<file path="config.mk">
export PLATFORM = sky130hd
export DESIGN_NAME = memory_arbiter
export DESIGN_NICKNAME = d
export VERILOG_FILES = /design/src/rtl/memory_arbiter.sv
export SDC_FILE = /design/constraint.sdc
export NUM_CORES = 1
export LEC_CHECK = 0
export BUFFER_PORTS_ARGS = -buffer_cell sky130_fd_sc_hd__buf_2
export CORE_MARGIN = 4
export CORE_UTILIZATION = 50
export CTS_CLUSTER_DIAMETER = 30
export DETAILED_ROUTE_END_ITERATION = 8
export PLACE_DENSITY_LB_ADDON = 0.2
export SLEW_MARGIN = 30
export SYNTH_ARGS = -nofsm -noshare
export SYNTH_HDL_FRONTEND = slang
export SYNTH_SLANG_ARGS = --single-unit
</file>
<file path="constraint.sdc">
create_clock -name clock -period 3.4 [get_ports clock]
set_input_delay 0 -clock clock [delete_from_list [all_inputs] [get_ports clock]]
set_output_delay 0 -clock clock [all_outputs]
set_load 0.01 [all_outputs]
</file>
<file path="src/rtl/memory_arbiter.sv">
// Round-robin arbiter sharing one memory port between a fetch port and a data port.
// Optional BUSY timeout is enabled by defining MEMORY_ARBITER_TIMEOUT_EN.
module memory_arbiter #(
    parameter int unsigned ADDRESS_WIDTH  = 32,
    parameter int unsigned DATA_WIDTH     = 32,
    parameter int unsigned TIMEOUT_CYCLES = 255
) (
    input  logic                     clock,
    input  logic                     reset_n,
    input  logic                     if_request,
    input  logic [ADDRESS_WIDTH-1:0] if_address,
    output logic [DATA_WIDTH-1:0]    if_read_data,
    output logic                     if_ready,
    input  logic                     mem_request,
    input  logic                     mem_write,
    input  logic [ADDRESS_WIDTH-1:0] mem_address,
    input  logic [DATA_WIDTH-1:0]    mem_write_data,
    output logic [DATA_WIDTH-1:0]    mem_read_data,
    output logic                     mem_ready,
    output logic                     ram_request,
    output logic                     ram_write,
    output logic [ADDRESS_WIDTH-1:0] ram_address,
    output logic [DATA_WIDTH-1:0]    ram_write_data,
    input  logic [DATA_WIDTH-1:0]    ram_read_data,
    input  logic                     ram_ready,
    output logic                     grant_owner,
    output logic                     timeout_error
);

    typedef enum logic [1:0] {
        IDLE,
        BUSY,
        RESPOND
    } state_e;

    state_e                     state_q, state_d;
    logic                       owner_q, owner_d;
    logic                       last_grant_q, last_grant_d;
    logic [ADDRESS_WIDTH-1:0]   addr_q, addr_d;
    logic                       write_q, write_d;
    logic [DATA_WIDTH-1:0]      wdata_q, wdata_d;
    logic [DATA_WIDTH-1:0]      if_rdata_q, if_rdata_d;
    logic [DATA_WIDTH-1:0]      mem_rdata_q, mem_rdata_d;
    logic                       grant_mem;

`ifdef MEMORY_ARBITER_TIMEOUT_EN
    localparam int unsigned CNT_W = $clog2(TIMEOUT_CYCLES + 1);
    logic [CNT_W-1:0] count_q, count_d;
    logic             timeout_q, timeout_d;
    logic             expired;

    assign expired = (count_q == CNT_W'(TIMEOUT_CYCLES - 1));
`endif

    // On a tie the data port wins unless it was the last one served.
    assign grant_mem = mem_request && (!if_request || !last_grant_q);

    always_comb begin
        state_d      = state_q;
        owner_d      = owner_q;
        last_grant_d = last_grant_q;
        addr_d       = addr_q;
        write_d      = write_q;
        wdata_d      = wdata_q;
        if_rdata_d   = if_rdata_q;
        mem_rdata_d  = mem_rdata_q;
`ifdef MEMORY_ARBITER_TIMEOUT_EN
        count_d      = count_q;
        timeout_d    = timeout_q;
`endif
        unique case (state_q)
            IDLE: begin
                if (if_request || mem_request) begin
                    state_d      = BUSY;
                    owner_d      = grant_mem;
                    last_grant_d = grant_mem;
                    addr_d       = grant_mem ? mem_address : if_address;
                    write_d      = grant_mem && mem_write;
                    wdata_d      = grant_mem ? mem_write_data : '0;
`ifdef MEMORY_ARBITER_TIMEOUT_EN
                    count_d      = '0;
`endif
                end
            end
            BUSY: begin
                if (ram_ready) begin
                    state_d = RESPOND;
                    if (!write_q) begin
                        if (owner_q) mem_rdata_d = ram_read_data;
                        else         if_rdata_d  = ram_read_data;
                    end
                end
`ifdef MEMORY_ARBITER_TIMEOUT_EN
                else if (expired) begin
                    state_d   = RESPOND;
                    timeout_d = 1'b1;
                    if (!write_q) begin
                        if (owner_q) mem_rdata_d = '0;
                        else         if_rdata_d  = '0;
                    end
                end else begin
                    count_d = count_q + 1'b1;
                end
`endif
            end
            RESPOND: state_d = IDLE;
            default: state_d = IDLE;
        endcase
    end

    always_ff @(posedge clock or negedge reset_n) begin
        if (!reset_n) begin
            state_q      <= IDLE;
            owner_q      <= 1'b0;
            last_grant_q <= 1'b0;
            addr_q       <= '0;
            write_q      <= 1'b0;
            wdata_q      <= '0;
            if_rdata_q   <= '0;
            mem_rdata_q  <= '0;
`ifdef MEMORY_ARBITER_TIMEOUT_EN
            count_q      <= '0;
            timeout_q    <= 1'b0;
`endif
        end else begin
            state_q      <= state_d;
            owner_q      <= owner_d;
            last_grant_q <= last_grant_d;
            addr_q       <= addr_d;
            write_q      <= write_d;
            wdata_q      <= wdata_d;
            if_rdata_q   <= if_rdata_d;
            mem_rdata_q  <= mem_rdata_d;
`ifdef MEMORY_ARBITER_TIMEOUT_EN
            count_q      <= count_d;
            timeout_q    <= timeout_d;
`endif
        end
    end

    // Handshake outputs decode straight from the state register, so reset clears them at once.
    assign ram_request    = (state_q == BUSY);
    assign ram_write      = (state_q == BUSY) && write_q;
    assign ram_address    = addr_q;
    assign ram_write_data = wdata_q;
    assign if_ready       = (state_q == RESPOND) && !owner_q;
    assign mem_ready      = (state_q == RESPOND) && owner_q;
    assign if_read_data   = if_rdata_q;
    assign mem_read_data  = mem_rdata_q;
    assign grant_owner    = owner_q;
`ifdef MEMORY_ARBITER_TIMEOUT_EN
    assign timeout_error  = timeout_q;
`else
    assign timeout_error  = 1'b0;
`endif

endmodule

</file>
## Yosys cells after proc, flatten, opt, wreduce, memory -nomap -nowiden

Index checks and enable logic that the tools add are counted.

- Word-level logic and storage cells: 32
- Bits in latches: 0
- Memories kept: 0
- Output and inout bits: 134
- Register bits: 132
- RAM bits: 0
- Memory bits (read-only): 0
- Bits of input ports: 134

- Add/subtract/negate cells: 0
- Equality and inequality tests: 4
- Reductions and logical operators: 14
- Multipliers: 0
- Multiplexer cells: 5
- Divide/modulo/power cells: 0
- Shift-type cells: 0
- Order comparisons: 0
- Bitwise operators: 2

Operator list:

| cell | count |
|---|---|
| $mux W32 | 2 |
| $reduce_and A4 Y1 | 2 |
| $logic_and A1 B1 Y1 | 5 |
| $mux W2 | 2 |
| $pmux W2 S2 | 1 |
| $reduce_and A2 Y1 | 2 |
| $eq A2 B1 Y1 const B | 1 |
| $eq A2 B2 Y1 const B | 1 |
| $logic_not A1 Y1 | 2 |
| $logic_not A2 Y1 | 1 |
| $logic_or A1 B1 Y1 | 2 |
| $ne A2 B1 Y1 const B | 1 |
| $ne A2 B2 Y1 const B | 1 |
| $not A1 Y1 | 2 |

## Longest topological paths before layout

- Depth after elaboration: 4
- Depth in mapped cells: 6

## Least setup slack after synthesis

Ideal clock, no wire load.

- Kind: flip-flop to flip-flop
- Start: reg last_grant_q
- End: reg addr_q[0] (netlist: ram_address[0])
- Path slack: 1.747 ns
- Stages on the path, launching flop included: 6
- Path buffers: 2
- Arrival time: 1.529 ns
- Period minus slack after synthesis: 1.653 ns
- Required time: 3.275 ns
- Cell sequence: dfrtp_1 > buf_6 > a21boi_2 > buf_4 > mux2_2 > mux2_2

- Cells in the longest elaborated chain, start to end: 4

Ends and longest elaborated chain:

| item | RTL line | source |
|---|---|---|
| start: declaration | 38 | `logic last_grant_q, last_grant_d;` |
| start signal: assignment | 128 | `last_grant_q <= last_grant_d;` |
| $logic_not A1 Y1 | n/a |  |
| $logic_or A1 B1 Y1 | 56 | `assign grant_mem = mem_request && (!if_request \|\| !last_grant_q);` |
| $logic_and A1 B1 Y1 | 56 |  |
| $mux W32 | 77 | `addr_d = grant_mem ? mem_address : if_address;` |
| end signal: assignment | 129 | `addr_q <= addr_d;` |
| end: declaration | 39 | `logic [ADDRESS_WIDTH-1:0] addr_q, addr_d;` |

Every way passes these cells.
A chain may end at the register's enable or synchronous reset.

## Worst setup path after layout

- Start: reg last_grant_q
- End: reg addr_q[27] (netlist: ram_address[27])

The elaborated chain is that of the path after synthesis.

==> results.json <==
{
  "outcome": "finished, final reports clean",
  "period_minus_slack_ns": 2.64,
  "syn-cell-area_um2": 5440,
  "finalHoldViolCount": 0,
  "drc": 0,
  "peakVddDrop_uv": 628,
  "cellPowerDensity_nw_per_um2": 887,
  "cp_slowest_cell": "dlygate4sd3_1",
  "synth_fp_nets": 466,
  "ioPinCount": 268,
  "required_ns": 3.78,
  "regToRegStartpoint": "last_grant_q$_DFFE_PN0P_",
  "setup_viol": 0,
  "ys_seq_elements": 132,
  "maxCapViolCount": 0,
  "diodes": 0,
  "fmax_mhz": 379,
  "start_util_pct": 52.0,
  "fin_area_um2": 8760,
  "drt_pass1_iterations": 4,
  "fp.dieW_um": 112,
  "min_period_over_period_pct": 77.6,
  "fin_setup_tns_ns": 0,
  "cts_tree": "done",
  "yosys_warnings": 0,
  "power_leakage_nw": 4.38,
  "max_slew_margin_pct": 53.4,
  "hp-class": "in2reg",
  "cts.sinks": 132,
  "root_buffer": "clkbuf_8",
  "place.gp.congestion": 0.822,
  "clkTransAtPathRegs_ns": 0.06,
  "routed_wl_um": 16800,
  "grt_pass1_wl_um": 26600,
  "area_growth_pct": 61.0,
  "wl_per_cell_um": 19.1,
  "cts_made_buffers": 17,
  "track_usage_pct": 27.0,
  "num_vias": 4479,
  "start_kind": "flip-flop",
  "crit_chain": "a21boi_4, buf_8, mux2_2, dlygate4sd3_1, mux2_2",
  "hpwlAfterDp_um": 9870,
  "grt-ovfl-total": 0,
  "synth_largest_area_cell": "dfrtp_1",
  "yosysSeqAreaShare_pct": 60.7,
  "routed_via_density": 5.10,
  "final_antenna_net_count": 0,
  "synth.area.top_cells": "dfrtp_1, mux2_2, mux2_4",
  "arrival_ns": 3.02,
  "clock_latency_ns": 0.51,
  "timing.hold.ws_ns": 0.0407,
  "min-delay-start": "if_request",
  "worst_pin_slew_ns": 0.699,
  "coreArea_um2": 10500,
  "fin_skew_ns": 0.0103,
  "crit_path_max_fanout": 21,
  "syn_inst": 332,
  "fp.dieH_um": 112,
  "synthDistinctLibCells": 24,
  "row_count": 37,
  "startpoint": "last_grant_q$_DFFE_PN0P_",
  "rsz0062_at_grt": "false",
  "critPathMaxStageDelay_ns": 0.60,
  "num-nets-final": 865,
  "die_area_um2": 12600,
  "cts-htree-levels": 4,
  "drive_above_1_share_pct": 59.0,
  "end_kind": "flip-flop",
  "port-buffer-count": 266,
  "drtIter0Drc": 214,
  "placed_area_um2": 6860,
  "grt_pass1_vias": 4966,
  "crit_top_cell": "mux2_2",
  "antenna_found_initial": 0,
  "yosysTopAreaCellShare_pct": 60.7,
  "clockBufferDepth": 2,
  "critPathKind": "reg2reg",
  "slew_viol_final": 0,
  "grt_start_max_net_pins": 74,
  "postSynthAreaPerCell_um2": 16.4
}
## cell type report
class | instances | area, µm²
Clock buffer | 20 | 445
Clock inverter | 11 | 128
Fill cell | 511 | 1700
Inverter | 1 | 3.75
Multi-Input combinational cell | 176 | 2000
Sequential cell | 132 | 3300
Tap cell | 136 | 170
Timing Repair Buffer | 403 | 2720
## cell usage after synthesis
cell type / instances
buf_12: 3
nor3b_1: 1
mux2_4: 30
buf_6: 1
a22o_1: 33
nor2_1: 1
buf_4: 5
dfrtp_1: 132
a21o_1: 1
conb_1: 1
o21ai_0: 1
and2_2: 2
nor4bb_1: 1
o21ai_1: 1
a21boi_2: 1
buf_2: 10
nand2_1: 1
and3_1: 1
and3b_2: 1
inv_1: 1
clkbuf_1: 4
nor2b_4: 1
mux2_2: 98
nand4b_2: 1
## power breakdown
part / leakage (nW) / internal, W / switching, W / total [W]
sequential: 1.61 / 0.00238 / 0.000479 / 0.00286
combinational: 2.49 / 0.00171 / 0.00145 / 0.00316
clock: 0.285 / 0.00108 / 0.000672 / 0.00175
total: 4.38 / 0.00517 / 0.00261 / 0.00777
## layout by cell type (no fill, tap or decap), types with 2 or more instances in the layout
master | netlist | routed
a22o_1 | 33 | 33
and2_2 | 2 | 2
buf_2 | 10 | 265
buf_4 | 5 | 3
bufinv_16 | 0 | 2
clkbuf_16 | 0 | 16
clkbuf_8 | 0 | 3
clkinv_2 | 0 | 3
clkinv_4 | 0 | 4
dfrtp_1 | 132 | 132
dlygate4sd3_1 | 0 | 132
inv_6 | 0 | 2
mux2_2 | 98 | 98
mux2_4 | 30 | 30
## per-layer routing
layer	share of wire [%]	GRT usage [%]	wire length, µm
met5	0	0	0
met2	52	46.1	8740
met1	38	31.6	6350
met3	6.3	6.95	1060
met4	3.9	13.0	648
## registers in the layout (all words and copies together) (netlist names)
signal          count
state_q             2
ram_address        32
ram_write_data     32
write_q             1
mem_read_data      32
last_grant_q        1
if_read_data       32
## kinds of logic (layout without fill, tap and decap cells)
| family | after synthesis | after routing | share of synthesized area [%] |
|---|---|---|---|
| DFF | 132 | 132 | 60.7 |
| AOI/OAI and AO/OA | 37 | 37 | 5.84 |
| buffers and inverters | 24 | 435 | 3.27 |
| and+or+nand+nor | 10 | 10 | 1.56 |
| muxes | 128 | 128 | 28.6 |
| other | 1 | 1 | 0.0689 |
## repair_timing
| item | 4_1_cts | 5_1_grt |
|---|---|---|
| hold buffers | 132 | 0 |
| buffers inserted | 0 | 0 |
| endpoints found under the setup margin | 0 | 0 |
| gates resized for setup | 0 | 0 |
| hold endpoints to repair | 203 | 0 |
## critical path: cells and delay by family, from the launching register on
family / cells / cell delay, ns
DFF: 1 / 0.51
muxes: 2 / 0.65
AOI/OAI and AO/OA: 1 / 0.48
buffers and inverters: 2 / 0.87
## through the flow
step           utilization (%)  power, W  std cells  setup WS (ns)
2_1_floorplan                -   0.00458        332           1.75
3_5_place_dp              65.6   0.00578        716           1.39
3_3_place_gp              65.5   0.00567        715           1.25
6_report                  83.7   0.00777        879          0.762
4_1_cts                   83.7   0.00772        879          0.838
5_1_grt                   83.7   0.00818        879          0.669
## final timing paths
| path | depth (start not counted) | to | slack, ns |
|---|---|---|---|
| worst max-delay path | 5 | ram_address[27]$_DFFE_PN0P_ | 0.76 |
| worst min-delay path | 3 | state_q[0]$_DFFE_PN0P_ | 0.04 |
| worst max register to register | 5 | ram_address[27]$_DFFE_PN0P_ | 0.76 |
| worst min register to register | 1 | mem_read_data[7]$_DFFE_PN0P_ | 0.50 |
| max in group asynchronous | 3 | state_q[0]$_DFFE_PN0P_ | 2.55 |
| min in group asynchronous | 2 | if_read_data[26]$_DFFE_PN0P_ | 0.06 |
No activity file was read; power rests on OpenSTA's default activity.
